$ cat config.mk
export PLATFORM = sky130hd
export DESIGN_NAME = ats21_cmd_capture
export DESIGN_NICKNAME = d
export VERILOG_FILES = /design/src/rtl/ats21_cmd_capture.sv
export SDC_FILE = /design/constraint.sdc
export NUM_CORES = 1
export LEC_CHECK = 0
export CAP_MARGIN = 0
export CELL_PAD_IN_SITES_DETAIL_PLACEMENT = 1
export CELL_PAD_IN_SITES_GLOBAL_PLACEMENT = 1
export CORE_ASPECT_RATIO = 1.1
export CORE_UTILIZATION = 30
export CTS_BUF_LIST = sky130_fd_sc_hd__clkbuf_4
export DETAILED_ROUTE_END_ITERATION = 10
export PLACE_DENSITY_LB_ADDON = 0.1
export SLEW_MARGIN = 20
export SYNTH_ARGS = -nofsm -noshare
export SYNTH_HDL_FRONTEND = slang
export SYNTH_SLANG_ARGS = --single-unit
$ cat constraint.sdc
create_clock -name clk -period 4.6 [get_ports clk]
set_clock_uncertainty 0.1 [all_clocks]
set_input_delay 0.92 -clock clk [delete_from_list [all_inputs] [get_ports clk]]
set_output_delay 0.92 -clock clk [all_outputs]
set_load 0.05 [all_outputs]
$ cat src/rtl/ats21_cmd_capture.sv
// ATS21 command capture: two-beat half-word capture, per-client FIFOs, round-robin issue.
// Optional reserved-opcode filter enabled by defining ATS21_OPCODE_FILTER_EN.
module ats21_cmd_capture #(
    parameter int FIFO_DEPTH = 4,
    parameter int INST_W     = 32
) (
    input  logic              clk,
    input  logic              reset,
    input  logic              req,
    input  logic [15:0]       ctrlA,
    input  logic [15:0]       ctrlB,
    output logic              inst_valid,
    output logic [INST_W-1:0] inst_data,
    output logic              inst_client,
    input  logic              inst_ready,
    output logic              busy,
    output logic              ovf_a,
    output logic              ovf_b,
    output logic              illegal
);

    localparam int AW = $clog2(FIFO_DEPTH);
    localparam int PW = AW + 1;

    typedef enum logic {
        S_IDLE,
        S_LOW
    } state_e;

    state_e state_q, state_d;

    logic [15:0] hi_a_q, hi_a_d;
    logic [15:0] hi_b_q, hi_b_d;
    logic        act_a_q, act_a_d;
    logic        act_b_q, act_b_d;

    logic [INST_W-1:0] mem_a_q [FIFO_DEPTH];
    logic [INST_W-1:0] mem_a_d [FIFO_DEPTH];
    logic [INST_W-1:0] mem_b_q [FIFO_DEPTH];
    logic [INST_W-1:0] mem_b_d [FIFO_DEPTH];

    logic [PW-1:0] wp_a_q, wp_a_d;
    logic [PW-1:0] rp_a_q, rp_a_d;
    logic [PW-1:0] wp_b_q, wp_b_d;
    logic [PW-1:0] rp_b_q, rp_b_d;

    logic rr_q, rr_d;
    logic ovf_a_q, ovf_a_d;
    logic ovf_b_q, ovf_b_d;

    logic [INST_W-1:0] last_data_q, last_data_d;
    logic              last_client_q, last_client_d;

    logic              in_low;
    logic              empty_a, empty_b;
    logic              full_a, full_b;
    logic              sel_b;
    logic              accept;
    logic              pop_a, pop_b;
    logic              want_a, want_b;
    logic              push_a, push_b;
    logic              rsv_a, rsv_b;
    logic [INST_W-1:0] word_a, word_b;
    logic [INST_W-1:0] head;

    assign in_low = (state_q == S_LOW);
    assign word_a = {hi_a_q, ctrlA};
    assign word_b = {hi_b_q, ctrlB};

    assign empty_a = (wp_a_q == rp_a_q);
    assign empty_b = (wp_b_q == rp_b_q);
    assign full_a  = (wp_a_q[AW] != rp_a_q[AW]) &&
                     (wp_a_q[AW-1:0] == rp_a_q[AW-1:0]);
    assign full_b  = (wp_b_q[AW] != rp_b_q[AW]) &&
                     (wp_b_q[AW-1:0] == rp_b_q[AW-1:0]);

    // B wins only when A is empty or the pointer favours B
    assign sel_b  = !empty_b && (empty_a || rr_q);
    assign head   = sel_b ? mem_b_q[rp_b_q[AW-1:0]]
                          : mem_a_q[rp_a_q[AW-1:0]];
    assign accept = inst_valid && inst_ready;
    assign pop_a  = accept && !sel_b;
    assign pop_b  = accept && sel_b;

`ifdef ATS21_OPCODE_FILTER_EN
    logic illegal_q, illegal_d;

    assign rsv_a = act_a_q && (hi_a_q[15:13] == 3'b100);
    assign rsv_b = act_b_q && (hi_b_q[15:13] == 3'b100);
    assign illegal_d = illegal_q || (in_low && (rsv_a || rsv_b));
    assign illegal = illegal_q;

    always_ff @(posedge clk or negedge reset) begin
        if (!reset) begin
            illegal_q <= 1'b0;
        end else begin
            illegal_q <= illegal_d;
        end
    end
`else
    assign rsv_a   = 1'b0;
    assign rsv_b   = 1'b0;
    assign illegal = 1'b0;
`endif

    assign want_a = in_low && act_a_q && !rsv_a;
    assign want_b = in_low && act_b_q && !rsv_b;
    // A full FIFO still takes the word if its head leaves on the same edge
    assign push_a = want_a && (!full_a || pop_a);
    assign push_b = want_b && (!full_b || pop_b);

    always_comb begin
        state_d = state_q;
        hi_a_d  = hi_a_q;
        hi_b_d  = hi_b_q;
        act_a_d = act_a_q;
        act_b_d = act_b_q;
        unique case (state_q)
            S_IDLE: begin
                if (req) begin
                    hi_a_d  = ctrlA;
                    hi_b_d  = ctrlB;
                    act_a_d = (ctrlA[15:13] != 3'b000);
                    act_b_d = (ctrlB[15:13] != 3'b000);
                    if (act_a_d || act_b_d) begin
                        state_d = S_LOW;
                    end
                end
            end
            S_LOW: begin
                state_d = S_IDLE;
            end
            default: begin
                state_d = S_IDLE;
            end
        endcase
    end

    always_comb begin
        mem_a_d = mem_a_q;
        mem_b_d = mem_b_q;
        wp_a_d  = wp_a_q;
        wp_b_d  = wp_b_q;
        rp_a_d  = rp_a_q;
        rp_b_d  = rp_b_q;
        if (push_a) begin
            mem_a_d[wp_a_q[AW-1:0]] = word_a;
            wp_a_d = wp_a_q + PW'(1);
        end
        if (push_b) begin
            mem_b_d[wp_b_q[AW-1:0]] = word_b;
            wp_b_d = wp_b_q + PW'(1);
        end
        if (pop_a) begin
            rp_a_d = rp_a_q + PW'(1);
        end
        if (pop_b) begin
            rp_b_d = rp_b_q + PW'(1);
        end
    end

    always_comb begin
        rr_d          = rr_q;
        ovf_a_d       = ovf_a_q || (want_a && !push_a);
        ovf_b_d       = ovf_b_q || (want_b && !push_b);
        last_data_d   = last_data_q;
        last_client_d = last_client_q;
        if (accept) begin
            rr_d = !sel_b;
        end
        if (inst_valid) begin
            last_data_d   = head;
            last_client_d = sel_b;
        end
    end

    assign inst_valid  = !empty_a || !empty_b;
    assign inst_data   = inst_valid ? head : last_data_q;
    assign inst_client = inst_valid ? sel_b : last_client_q;
    assign busy        = in_low;
    assign ovf_a       = ovf_a_q;
    assign ovf_b       = ovf_b_q;

    always_ff @(posedge clk or negedge reset) begin
        if (!reset) begin
            state_q       <= S_IDLE;
            hi_a_q        <= '0;
            hi_b_q        <= '0;
            act_a_q       <= 1'b0;
            act_b_q       <= 1'b0;
            wp_a_q        <= '0;
            rp_a_q        <= '0;
            wp_b_q        <= '0;
            rp_b_q        <= '0;
            rr_q          <= 1'b0;
            ovf_a_q       <= 1'b0;
            ovf_b_q       <= 1'b0;
            last_data_q   <= '0;
            last_client_q <= 1'b0;
            for (int i = 0; i < FIFO_DEPTH; i++) begin
                mem_a_q[i] <= '0;
                mem_b_q[i] <= '0;
            end
        end else begin
            state_q       <= state_d;
            hi_a_q        <= hi_a_d;
            hi_b_q        <= hi_b_d;
            act_a_q       <= act_a_d;
            act_b_q       <= act_b_d;
            wp_a_q        <= wp_a_d;
            rp_a_q        <= rp_a_d;
            wp_b_q        <= wp_b_d;
            rp_b_q        <= rp_b_d;
            rr_q          <= rr_d;
            ovf_a_q       <= ovf_a_d;
            ovf_b_q       <= ovf_b_d;
            last_data_q   <= last_data_d;
            last_client_q <= last_client_d;
            mem_a_q       <= mem_a_d;
            mem_b_q       <= mem_b_d;
        end
    end

endmodule

==> summary.txt, run 1 <==
fin crit share - 94.0%
Starting Density - 30.4%
Worst Setup Path Type - reg2out
crit start category - flop
Clock Sinks - 339
setup bufs post-CTS - 0
Max stage delay on crit path - 0.64 ns
via count - 10900
grt ovf - 0
synthesized area per cell - 13.7 um2
Post-CTS Resized - 0
final-report hold violation count - 0
endpoints failing setup - 0
Crit path buffers/inverters - 2
final wirelength - 51700 um
async set or reset register ratio after synthesis - 100%
CTS Buffer Depth - 3
Port Buffer Count - 72
Post-Synthesis Cells - 1188
Avg WL per Cell - 24.7 um
Critical Path Sink Type - output pin
Worst EP arrival - 3.30 ns
clk_lat worst skew - 0.82 ns
drt first pass iters - 4
Rows - 89
largest net degree at the start of global routing - 133
Tot GR Track Use - 19.7%
Reg2Reg Setup Slack - 1.63 ns
FF+latch count, synth - 339
RSZ-0062 raised after global routing - no
placed wire-length estimate - 30900 um
largest delay contributor family on the critical path - buffers and inverters
critical path cell sequence - buf_4 -> mux4_2 -> mux2i_1 -> a211oi_1 -> buf_12
Via density - 5.22
fraction of layout instances using a drive strength above 1 - 29.3%
Clock transition at path regs - 0.07 ns
Post-synth EDFFs - 0
first-pass GRT wire length - 81700 um
Pins Over Slew Limit - 0
P&R area growth vs syn - 19.1%
max_cap viols - 0
Antenna Violating Nets Remaining - 0
Mapped Area - 16300 um2
# nets final - 1336
IO Pins - 74
Worst Hold Class - reg2reg
RePlAce Congestion - 0.736
clock buffer count from CTS - 101
register area share after synthesis - 52.1%
vias in the first global route - 12300
Syn. warnings - 0
drt initial violations - 664
DRC violations left - 0
syn_nets - 1234
Die Ht - 246 um
core area - 53700 um2
CTS tree - done
Slew headroom - 32.2%
Total Neg Setup Slack - 0 ns
Worst path slowest cell - buf_4
H-tree level count - 3
outcome - complete, no violations
clock root cell - clkbuf_4
initial antenna violation count - 2
Main synth FF type - dfrtp_1
crit-path max FO - 34
WP data required - 3.58 ns
fmax - 231 MHz
Die X-Extent - 224 um
fin crit period - 4.32 ns
DIE AREA - 55300 um2
Synth cell types - 48
CTS Hold Bufs - 1
Worst-Margin Slew - 1.02 ns
## cell type report
cell class	instances	area, um2
Timing Repair Buffer	122	1520
Antenna cell	1	2.50
Clock inverter	23	140
Tap cell	728	911
Sequential cell	339	8490
Clock buffer	154	1160
Inverter	72	270
Fill cell	5730	34300
Multi-Input combinational cell	654	6930
## cells by family after synthesis
kind of cell               after synthesis  synth area share [%]
adders and majority gates               10                 0.768
buffers and inverters                  195                  5.70
other                                    1                0.0230
muxes                                  100                  11.1
and+or+nand+nor                        118                  3.54
DFF                                    339                  52.1
AOI/OAI and AO/OA                      407                  25.4
xor gates and xnor gates                18                  1.38
## registers in the layout (all words and copies together), names as in the netlist
signal / count
busy: 1
mem_a_q: 128
hi_a_q: 16
last_client_q: 1
wp_b_q: 3
wp_a_q: 3
rp_a_q: 3
hi_b_q: 16
ovf_b: 1
act_b_q: 1
last_data_q: 32
act_a_q: 1
mem_b_q: 128
ovf_a: 1
rr_q: 1
rp_b_q: 3
## synth_stat cells (2+ instances only)
library cell	number	area [um2]
buf_8	3	45.0
a22o_1	256	2240
a21oi_1	2	10.0
buf_4	11	82.6
nor3_1	67	335
dfrtp_1	339	8480
a21oi_2	2	17.5
a41oi_4	2	55.1
o2111ai_2	8	120
o21ai_1	3	15.0
ha_1	10	125
buf_1	8	30.0
and3_1	2	12.5
xnor2_2	4	65.1
nand2_1	38	143
mux2_4	2	30.0
o31ai_1	2	15.0
buf_2	43	215
xor2_1	7	61.3
inv_1	71	267
xnor2_1	5	43.8
mux4_2	64	1440
nand3_1	3	15.0
xnor2_4	2	55.1
o21ai_0	31	155
nor3_2	2	20.0
a211oi_1	38	285
a211oi_4	57	1140
clkbuf_1	48	180
buf_6	9	101
mux2i_1	32	320
## per-layer routing
layer | up-vias | wire [um] | global-route usage, %
met5 | - | 11 | 0
met4 | 2 | 1010 | 6.58
met3 | 72 | 1950 | 3.42
met2 | 232 | 24400 | 30.8
met1 | 5872 | 24300 | 27.5
li1 | 4754 | - | -
## worst paths after layout
path	from	endpoint	cells after the start
max in group asynchronous	reset	mem_a_q[51]	3
min	hi_a_q[1]	hi_a_q[1]	2
min in group asynchronous	reset	mem_b_q[89]	2
min reg2reg	hi_a_q[1]	hi_a_q[1]	2
max	rp_b_q[0]	inst_data[1]	5
max reg2reg	rp_a_q[0]	mem_a_q[116]	6
## cells in the final DEF (no fill, tap or decap), types with 4 or more instances in the layout
master / synthesis / routed
inv_1: 71 / 71
ha_1: 10 / 10
xnor2_1: 5 / 5
buf_4: 11 / 43
a211oi_4: 57 / 57
mux2i_1: 32 / 32
nor3_1: 67 / 67
clkbuf_4: 0 / 154
buf_12: 0 / 40
o21ai_0: 31 / 31
nand2_1: 38 / 36
xor2_1: 7 / 7
a211oi_1: 38 / 38
o2111ai_2: 8 / 7
a22o_1: 256 / 256
dfrtp_1: 339 / 336
mux4_2: 64 / 64
xnor2_2: 4 / 4
clkinv_1: 1 / 20
clkdlybuf4s50_1: 0 / 37
## per-stage QoR
step	hold WS, ns	util [%]	std cells	setup WS (ns)	area, um2
final	0.383	36.2	2093	0.276	19400
after CTS	0.389	36.2	2092	0.0867	19400
after global routing	0.408	36.2	2093	0.0481	19400
after global placement	0.366	33.7	1914	1.01	18100
after floorplan	0.350	-	1188	0.896	16300
after detailed placement	0.377	33.7	1914	1.02	18100
## worst reg2reg max path: cells and delay by family (launching register included)
| family | cells | cell delay [ns] |
|---|---|---|
| compound gates | 2 | 0.87 |
| buf+inv | 2 | 1.02 |
| xor+xnor | 1 | 0.23 |
| flops | 1 | 0.36 |
| simple gates | 1 | 0.31 |
Power of run 1 is not shown: default switching activity piles up to over one toggle a cycle in this logic, so the estimate is an artifact.
==> run 2, diff against run 1 <==
--- a/config.mk
+++ b/config.mk
@@ -12,6 +12,7 @@
 export CORE_UTILIZATION = 30
 export CTS_BUF_LIST = sky130_fd_sc_hd__clkbuf_4
 export DETAILED_ROUTE_END_ITERATION = 10
+export MAX_ROUTING_LAYER = met4
 export PLACE_DENSITY_LB_ADDON = 0.1
 export SLEW_MARGIN = 20
 export SYNTH_ARGS = -nofsm -noshare
==> run 2 against run 1 <==
Effect of this change:
- final cell count barely moved
- first-iteration DRC count rose by 6.5%
- sequential share of layout area about the same
- utilization about the same
==> summary.txt, run 2 (same netlist as run 1, synthesis figures left out) <==
clock buffer count from CTS - 101
multi-input logic area - 6930 um2
DRC violations left - 0
fraction of layout instances using a drive strength above 1 - 29.3%
setup bufs post-CTS - 0
WP data required - 3.58 ns
Starting Density - 30.4%
commonest cells after routing, fill and taps aside - dfrtp_1 (336), a22o_1 (256), clkbuf_4 (154)
core area - 53700 um2
Avg WL per Cell - 24.7 um
initial antenna violation count - 2
Die X-Extent - 224 um
Clock transition at path regs - 0.07 ns
largest net degree at the start of global routing - 133
crit-path max FO - 34
Slew headroom - 32.3%
Placed Area - 18100 um2
Worst Hold Class - reg2reg
crit start category - flop
Worst-Margin Slew - 1.02 ns
H-tree level count - 3
critical path cell sequence - buf_4 -> mux4_2 -> mux2i_1 -> a211oi_1 -> buf_12
Critical Path Sink Type - output pin
endpoints failing setup - 0
largest delay contributor family on the critical path - buffers and inverters
RSZ-0062 raised after global routing - no
clk_lat worst skew - 0.81 ns
drt initial violations - 707
Port Buffer Count - 72
Pins Over Slew Limit - 0
Rows - 89
Worst EP arrival - 3.30 ns
P&R area growth vs syn - 19.1%
DIE AREA - 55300 um2
Max stage delay on crit path - 0.64 ns
Non-Filler Cell Area, Final - 19400 um2
PnR worst setup slack - 0.276 ns
grt ovf - 0
DP Worst Slack - 1.02 ns
first-pass GRT wire length - 81700 um
final-report hold violation count - 0
# fillers - 5731
register area - 8490 um2
Worst path slowest cell - buf_4
via count - 11000
fin crit period - 4.32 ns
RePlAce Congestion - 0.745
Antenna Violating Nets Remaining - 0
vias in the first global route - 12300
Top Registers - mem_a_q: 128 flops, mem_b_q: 128 flops, last_data_q: 32 flops
Tot GR Track Use - 20.2%
drt first pass iters - 4
max_cap viols - 0
CTS tree - done
Via density - 5.23
fin crit share - 94.0%
clock root cell - clkbuf_4
Clock Sinks - 339
Crit path buffers/inverters - 2
placed wire-length estimate - 30900 um
# nets final - 1336
Die Ht - 246 um
final core occ - 36.2%
CTS Buffer Depth - 3
Worst Setup Path Type - reg2out
outcome - complete, no violations
final wirelength - 51800 um
IO Pins - 74
most common library cell in the layout ignoring fill and taps - dfrtp_1
Total Neg Setup Slack - 0 ns
fmax - 231 MHz
[run 2: through the flow]
| stage | instances | hold WS (ns) |
|---|---|---|
| global placement | 1914 | 0.366 |
| finish | 2094 | 0.384 |
| CTS | 2092 | 0.389 |
| detailed placement | 1914 | 0.377 |
| global route | 2094 | 0.408 |
| floorplan | 1188 | 0.350 |
[run 2: path summary, 6_finish.rpt]
| kind | from | endpoint | slack (ns) | depth (start not counted) |
|---|---|---|---|---|
| hold reg to reg | hi_a_q[1] | hi_a_q[1] | 0.38 | 2 |
| setup reg to reg | rp_a_q[0] | mem_a_q[123] | 1.61 | 6 |
| setup / recovery | rp_b_q[0] | inst_data[1] | 0.28 | 5 |
| hold / removal | hi_a_q[1] | hi_a_q[1] | 0.38 | 2 |
| min in group asynchronous | reset | mem_b_q[89] | 0.54 | 2 |
| max in group asynchronous | reset | mem_a_q[51] | 2.70 | 3 |
[run 2: repair_timing]
item,CTS,global route
hold buffers,1,0
resized for setup,0,0
endpoints found under the hold margin,57,0
[run 2: worst reg2reg max path, delay by kind of cell (launching register included)]
kind,cells,cell delay (ns)
AND/OR/NAND/NOR,1,0.31
AO/OA/AOI/OAI,2,0.87
XOR/XNOR,1,0.23
flip-flops,1,0.36
buffers and inverters,2,1.03
[run 2: layout make-up]
cell class	instances	area share (%)
Clock buffer	154	5.95
Inverter	72	1.39
Timing Repair Buffer	122	7.82
Clock inverter	23	0.722
Antenna cell	2	0.0258
Sequential cell	339	43.7
Multi-Input combinational cell	654	35.7
Tap cell	728	4.69
[run 2: metal layers]
layer / track usage (%) / vias up / wire length [um]
li1: - / 4754 / -
met1: 27.5 / 5922 / 24500
met2: 30.8 / 214 / 24600
met3: 3.24 / 72 / 1760
met4: 6.74 / 0 / 949
met5: - / - / 0
Power of run 2 is left out for the same reason.
==> run 3, diff against run 2 <==
--- a/config.mk
+++ b/config.mk
@@ -13,7 +13,7 @@
 export CTS_BUF_LIST = sky130_fd_sc_hd__clkbuf_4
 export DETAILED_ROUTE_END_ITERATION = 10
 export MAX_ROUTING_LAYER = met4
-export PLACE_DENSITY_LB_ADDON = 0.1
+export PLACE_DENSITY = 0.52
 export SLEW_MARGIN = 20
 export SYNTH_ARGS = -nofsm -noshare
 export SYNTH_HDL_FRONTEND = slang
==> run 3 against run 2 <==
Effect of this change:
- utilization about the same
- setup slack improved by 0.11 ns
- register-to-register slack improved by 0.08 ns
- cell area decreased by 0.12%
- sequential share of layout area about the same
- highest routed layer unchanged
==> summary.txt, run 3 (same netlist as run 1, synthesis figures left out) <==
CTS Buffer Depth - 3
max_cap viols - 0
final non-filler cell total - 2097
Clock Sinks - 339
Post-CTS Resized - 0
core area - 53700 um2
DRC violations left - 0
final wirelength - 50700 um
first-pass GRT wire length - 79500 um
Starting Density - 30.4%
DIE AREA - 55300 um2
outcome - complete, no violations
Via density - 5.25
WP data required - 3.58 ns
crit-path max FO - 10
final core occ - 36.1%
P&R area growth vs syn - 19.0%
grt ovf - 0
Slew headroom - 33.4%
endpoints failing setup - 0
Port Buffer Count - 72
placed cells - 1928
Antenna Violating Nets Remaining - 0
via count - 11000
Die X-Extent - 224 um
drt initial violations - 588
crit start category - flop
most common library cell in the layout ignoring fill and taps - dfrtp_1
Placed Area - 18200 um2
clk_lat worst skew - 0.83 ns
Critical Path Sink Type - output pin
clock root cell - clkbuf_4
fin crit share - 91.7%
RSZ-0062 raised after global routing - no
clock buffer count from CTS - 97
Die Ht - 246 um
fin crit period - 4.22 ns
fmax - 237 MHz
Top Registers - mem_a_q: 128 flops, mem_b_q: 128 flops, last_data_q: 32 flops
Pins Over Slew Limit - 0
largest net degree at the start of global routing - 107
Worst EP arrival - 3.20 ns
Non-Filler Cell Area, Final - 19400 um2
Rows - 89
Worst Setup Path Type - reg2out
final-report hold violation count - 0
Clock transition at path regs - 0.06 ns
placed wire-length estimate - 31400 um
fraction of layout instances using a drive strength above 1 - 29.4%
vias in the first global route - 12200
setup bufs post-CTS - 0
initial antenna violation count - 1
Tot GR Track Use - 19.7%
IO Pins - 74
# nets final - 1345
Worst Hold Class - in2async
RePlAce Congestion - 0.744
Worst-Margin Slew - 0.999 ns
commonest cells after routing, fill and taps aside - dfrtp_1 (337), a22o_1 (256), clkbuf_4 (143)
CTS tree - done
H-tree level count - 3
Avg WL per Cell - 24.2 um
drt first pass iters - 5
CTS Hold Bufs - 0
Total Neg Setup Slack - 0 ns
## run 3: cell count changes in the layout (fill, tap and decap cells not counted)
cell           change
buf_4             +12
dlygate4sd3_1      -1
buf_12             +2
dfrtp_2            -1
diode_2            -1
o2111ai_4          -1
inv_2              +2
bufinv_16          -2
clkinv_1           +2
o2111ai_2          +1
dfrtp_1            +1
clkbuf_4          -11
## run 3: worst max-delay path: stages, from the launching register on
cell      delay [ns]
dfrtp_1         0.44
xnor2_2         0.44
nand3_2         0.30
buf_4           0.29
mux2i_1         0.14
a211oi_1        0.56
buf_12          0.22
## run 3: routing by layer
metal  wire, um  global-route usage (%)
met1      23300                    26.1
met2      24100                    30.1
met3       1890                    3.30
met5          0                       -
met4       1510                    7.90
## run 3: area by class of cell
class	instances	area (um2)
tap	728	911
antenna	1	2.50
inverter	72	270
sequential	339	8490
clock inverter	25	95.1
fill	5745	34300
multi-input combinational	654	6920
clock buffer	143	1070
timing repair buffer	135	1640
## run 3: path summary, 6_finish.rpt
check                      cells past startpoint       from            end  slack (ns)
min in group clk                               2  hi_b_q[0]      hi_b_q[0]        0.38
min reg2reg                                    2  hi_b_q[0]      hi_b_q[0]        0.38
min                                            1      reset   mem_b_q[102]        0.04
max in group asynchronous                      2      reset    mem_a_q[20]        3.25
max reg2reg                                    6  rp_a_q[1]     mem_b_q[1]        1.69
max                                            6  rp_b_q[2]  inst_data[25]        0.38
## run 3: stage by stage
stage | worst slack [ns] | hold WS [ns]
global route | 0.188 | 0.0980
finish | 0.383 | 0.0412
detailed placement | 1.14 | 0.371
floorplan | 0.896 | 0.350
global placement | 1.16 | 0.362
CTS | 0.255 | 0.0453
Power of run 3 is left out for the same reason.
